==> config.mk <==
export PLATFORM = sky130hd
export DESIGN_NAME = if_id_fetch_buffer
export DESIGN_NICKNAME = d
export VERILOG_FILES = /design/src/rtl/if_id_fetch_buffer.sv
export SDC_FILE = /design/constraint.sdc
export NUM_CORES = 1
export LEC_CHECK = 0
export CAP_MARGIN = 20
export CELL_PAD_IN_SITES_DETAIL_PLACEMENT = 0
export CELL_PAD_IN_SITES_GLOBAL_PLACEMENT = 1
export CORE_MARGIN = 5
export CORE_UTILIZATION = 41
export CTS_CLUSTER_SIZE = 10
export DETAILED_ROUTE_END_ITERATION = 8
export HOLD_SLACK_MARGIN = 0.12
export PLACE_DENSITY_LB_ADDON = 0.1
export SLEW_MARGIN = 10
export SYNTH_ARGS = -nofsm -noshare
export SYNTH_HDL_FRONTEND = slang
export SYNTH_SLANG_ARGS = --single-unit
export TNS_END_PERCENT = 30
==> constraint.sdc <==
create_clock -name clk -period 5 [get_ports clk]
set_input_delay 0.5 -clock clk [delete_from_list [all_inputs] [get_ports clk]]
set_output_delay 0.5 -clock clk [all_outputs]
set_load 0.05 [all_outputs]
==> src/rtl/if_id_fetch_buffer.sv <==
// IF/ID fetch buffer: queues {pc, inst} pairs from instruction memory and hands
// the head to decode with valid/ready, dropping wrong-path words on flush.
module if_id_fetch_buffer #(
  parameter int          DATA_W   = 32,
  parameter int          DEPTH    = 2,
  parameter logic [31:0] NOP_INST = 32'h0000_0013
) (
  input  logic                     clk,
  input  logic                     rst,
  input  logic                     if_valid,
  input  logic [DATA_W-1:0]        if_pc,
  input  logic [DATA_W-1:0]        if_inst,
  input  logic                     if_inflight,
  output logic                     if_ready,
  input  logic                     flush,
  input  logic                     id_ready,
  output logic                     id_valid,
  output logic [DATA_W-1:0]        id_pc,
  output logic [DATA_W-1:0]        id_inst,
  output logic [$clog2(DEPTH):0]   count,
  output logic                     overflow
);

  localparam int PTR_W = $clog2(DEPTH);
  localparam int CNT_W = $clog2(DEPTH) + 1;
  localparam logic [CNT_W-1:0] DEPTH_C = CNT_W'(DEPTH);

  logic [DATA_W-1:0] pc_mem   [DEPTH];
  logic [DATA_W-1:0] inst_mem [DEPTH];
  logic [PTR_W-1:0]  wr_ptr;
  logic [PTR_W-1:0]  rd_ptr;
  logic [DATA_W-1:0] last_pc;
  logic              drop_next;
  logic              push;
  logic              pop;
  logic              ovf_evt;

  assign if_ready = (count < DEPTH_C);
  assign id_valid = (count != '0);
  assign push     = if_valid & if_ready & ~flush & ~drop_next;
  assign pop      = id_valid & id_ready & ~flush;
  assign ovf_evt  = if_valid & ~if_ready & ~flush & ~drop_next;

  // Storage: data only, never reset; occupancy decides what is meaningful.
  always_ff @(posedge clk) begin
    if (push) begin
      pc_mem[wr_ptr]   <= if_pc;
      inst_mem[wr_ptr] <= if_inst;
    end
  end

  // Control: pointers, occupancy, stale-beat drop and sticky overflow.
  always_ff @(posedge clk) begin
    if (!rst) begin
      wr_ptr    <= '0;
      rd_ptr    <= '0;
      count     <= '0;
      drop_next <= 1'b0;
      overflow  <= 1'b0;
      last_pc   <= '0;
    end else if (flush) begin
      wr_ptr    <= '0;
      rd_ptr    <= '0;
      count     <= '0;
      // A fetch still in flight will return wrong-path data; remember to eat it.
      drop_next <= drop_next | (if_inflight & ~if_valid);
    end else begin
      if (push) wr_ptr <= wr_ptr + PTR_W'(1);
      if (pop) begin
        rd_ptr  <= rd_ptr + PTR_W'(1);
        last_pc <= pc_mem[rd_ptr];
      end
      case ({push, pop})
        2'b10:   count <= count + CNT_W'(1);
        2'b01:   count <= count - CNT_W'(1);
        default: count <= count;
      endcase
      if (drop_next && if_valid) drop_next <= 1'b0;
      if (ovf_evt) overflow <= 1'b1;
    end
  end

  // Decode side: head entry while valid, NOP otherwise; pc sticks at the last one consumed.
  always_comb begin
    id_pc   = last_pc;
    id_inst = NOP_INST;
    if (id_valid) begin
      id_pc   = pc_mem[rd_ptr];
      id_inst = inst_mem[rd_ptr];
    end
  end

endmodule

==> flow_summary_export.csv <==
group,metric,value,unit
sta,worst_pin_slew,0.939,ns
die,core.rowCount,46,
placement,gp_congestion,0.737,
finish,instances_no_fill,813,
clock_tree,clk_latency,0.41,ns
sta,min_period,3.62,ns
synth,yosys-top-cells-area,"edfxtp_1 (59%), dfxtp_1 (12%), mux2i_1 (9.8%)",
die,dieArea,18600,sq um
sta,final-max-slew-violation-count,0,
synth,synth-seq-area-share,70.7,%
global_route,grt_pass1_wl,21900,microns
global_route,grt_pass1_vias,4203,
setup_path,r2r_slack,2.69,ns
hold_path,holdPathStages,1,
hold_path,whs_endpoint,"overflow$_SDFFE_PN0P_",
clock_tree,postCtsHoldBufs,0,
clock_tree,cts_setup_buffers,0,
status,status,"finished clean",
routing,drtIter0Drc,229,
setup_path,r2r_start,"count[1]$_SDFFE_PP0P_",
clock_tree,cts_max_level,4,
sta,timing.hold.ws,0.471,ns
routing,dr_total_vias,4080,
power,switching_share,23.2,%
sta,setup_viol,0,
synth,ys_types,28,
synth,synth_edf_count,128,
routing,wl,14200,microns
synth,synth_most_common_cell,"edfxtp_1",
sta,relSlewSlack,37.4,%
sta,fin_crit_sh,72.5,%
power,fin_total_pwr,3.11,mW
synth,synth_area,6550,sq um
setup_path,cp_max_fo,60,
setup_path,worstPathRequired,4.50,ns
clock_tree,cts.path.max_buffers,2,
routing,firstDrtPassIters,6,
finish,area_growth,33.1,%
synth,yosysWarnings,0,
sta,skew,0.00789,ns
setup_path,reg2regPathDepth,4,
synth,synth_commonest_cells,"edfxtp_1 (128), nor2_1 (67), mux2i_1 (64)",
power,switchingPower,722,uW
die,core-area,15800,sq um
power,power.share.sequential,49.7,%
synth,synth-async-reset-ratio,0,%
clock_tree,cts.sinks,167,
finish,final_nets,655,
placement,place_inst,781,
die,ioPinCount,139,
synth,synth_area_leader_cell,"edfxtp_1",
power,clkPwrFrac,40.0,%
global_route,grt_remaining_overflow,0,
setup_path,critical_path_class,"flip-flop to output pin",
placement,place_hpwl,8970,microns
power,max-vdd-ir-drop,0.000270,V
sta,fin_tns_setup,0,ns
global_route,antenna_found_initial,0,
placement,portBuffers,138,
routing,drc_errors,0,
die,die_y,136,microns
finish,fin_util,55.2,%
synth,synth_nets,525,
clock_tree,cts_root_buffer,"clkbuf_16",
global_route,grt_max_degree,65,
die,chipWidth,136,microns
run,cap_violations,0,
setup_path,cp-start-kind,"flip-flop",
synth,syn_inst,454,
synth,synth_top_cell_area_share,58.7,%
clock_tree,numCtsBuffers,17,
setup_path,critPathCaptureType,"output pin",
sta,max_freq,276,MHz
synth,avgSynthCellArea,14.4,sq um
routing,final_antenna_net_count,0,
clock_tree,cts_tree,"done",
power,power.leakage,3.15,nW
global_route,grt_usage,15.6,%
power,p_per_area,357,nW/um^2
clock_tree,clkTransAtPathRegs,0.06,ns
synth,synth_ff_type,"edfxtp_1",
clock_tree,cts_resized,0,
die,start_util,41.5,%
setup_path,arrival,3.12,ns
synth,ys_ff_latch,167,
power,pwr-share-comb,10.3,%
setup_path,reg2reg_to,"inst_mem[0][0]$_DFFE_PP_",
finish,diodes,0,
power,p_int,2.39,mW
hold_path,min-delay-start,"overflow$_SDFFE_PN0P_",
sta,hold_viol_final,0,
routing,viasPerCell,5.02,
finish,drive_above_1_share,7.04,%
hold_path,hp-class,"flip-flop to flip-flop",
sta,rsz0062_at_grt,"no",
routing,wl_per_cell,17.5,microns
metal layers:
layer  track usage, %  part of all wire, %  up-vias
li1                 -                    -     1978
met1             18.6                   43     1974
met2             25.6                   48      118
met3             6.85                  7.5       10
met4             4.37                 0.89        0
met5                0                    0        -
registers in the layout, summed over array words and instances, names as in the netlist, named ones only:
signal and cells:
rd_ptr 1, drop_next 1, inst_mem 64, count 2
overflow 1, wr_ptr 1, last_pc 32, pc_mem 64
logic make-up after synthesis:
kind of cell,count (synthesis),synth area share [%]
mux,64,9.79
fa+ha+maj,1,0.191
buf+inv,38,2.91
simple gates,111,8.07
flops,167,70.7
xor+xnor,4,0.535
compound gates,69,7.86
cell usage in the layout, fill, tap and decap left out, types with 2 or more instances in the layout:
master           count
buf_4                3
clkbuf_16           17
bufinv_16            2
xor2_1               2
mux2i_1             64
nor2_4               2
dfxtp_1             38
xnor2_1              2
clkbuf_1             2
buf_12               2
nor2_1              65
nand4_1             32
a21oi_1             33
clkinvlp_4           4
clkdlybuf4s50_1    138
clkinv_1             3
clkinv_4             3
inv_1                3
edfxtp_1           128
nand2_1              5
o211a_1             32
worst max path at each step:
stage	startpoint	to	depth (start not counted)
6_report	count[1]$_SDFFE_PP0P_	id_pc[8]	7
5_1_grt	count[1]$_SDFFE_PP0P_	id_pc[11]	7
4_1_cts	count[1]$_SDFFE_PP0P_	id_pc[8]	7
3_5_place_dp	count[1]$_SDFFE_PP0P_	id_pc[8]	7
3_3_place_gp	id_ready	count[1]$_SDFFE_PP0P_	7
2_1_floorplan	count[1]$_SDFFE_PP0P_	inst_mem[0][0]$_DFFE_PP_	3
power by group through the flow:
stage | combinational (mW) | sequential (mW) | clock (mW)
6_report | 0.320 | 1.54 | 1.24
3_5_place_dp | 0.323 | 1.57 | 0
2_1_floorplan | 0.178 | 1.58 | 0
5_1_grt | 0.340 | 1.55 | 1.34
3_3_place_gp | 0.316 | 1.57 | 0
4_1_cts | 0.324 | 1.54 | 1.28
worst max-delay path, cell delays in order, from the launching register on:
cell	delay [ns]
dfxtp_1	0.48
nor2_2	0.07
buf_4	0.24
inv_2	0.51
buf_12	0.33
nor2_1	0.06
a21oi_1	0.14
clkdlybuf4s50_1	0.83
through the flow:
| step | setup slack [ns] | area, sq um |
|---|---|---|
| floorplan | 0.810 | 6550 |
| global placement | 1.83 | 8100 |
| detailed placement | 1.79 | 8140 |
| CTS | 1.35 | 8710 |
| global route | 1.14 | 8710 |
| finish | 1.38 | 8710 |
cell type report:
type	instances	area (sq um)
clock buffers	19	433
clock inverters	13	133
fillers	1328	7060
inverters	4	15.0
multi-input cells	249	1740
flip-flops and latches	167	4630
well taps	216	270
repair buffers	145	1490
Power figures use the tool's default switching activity.
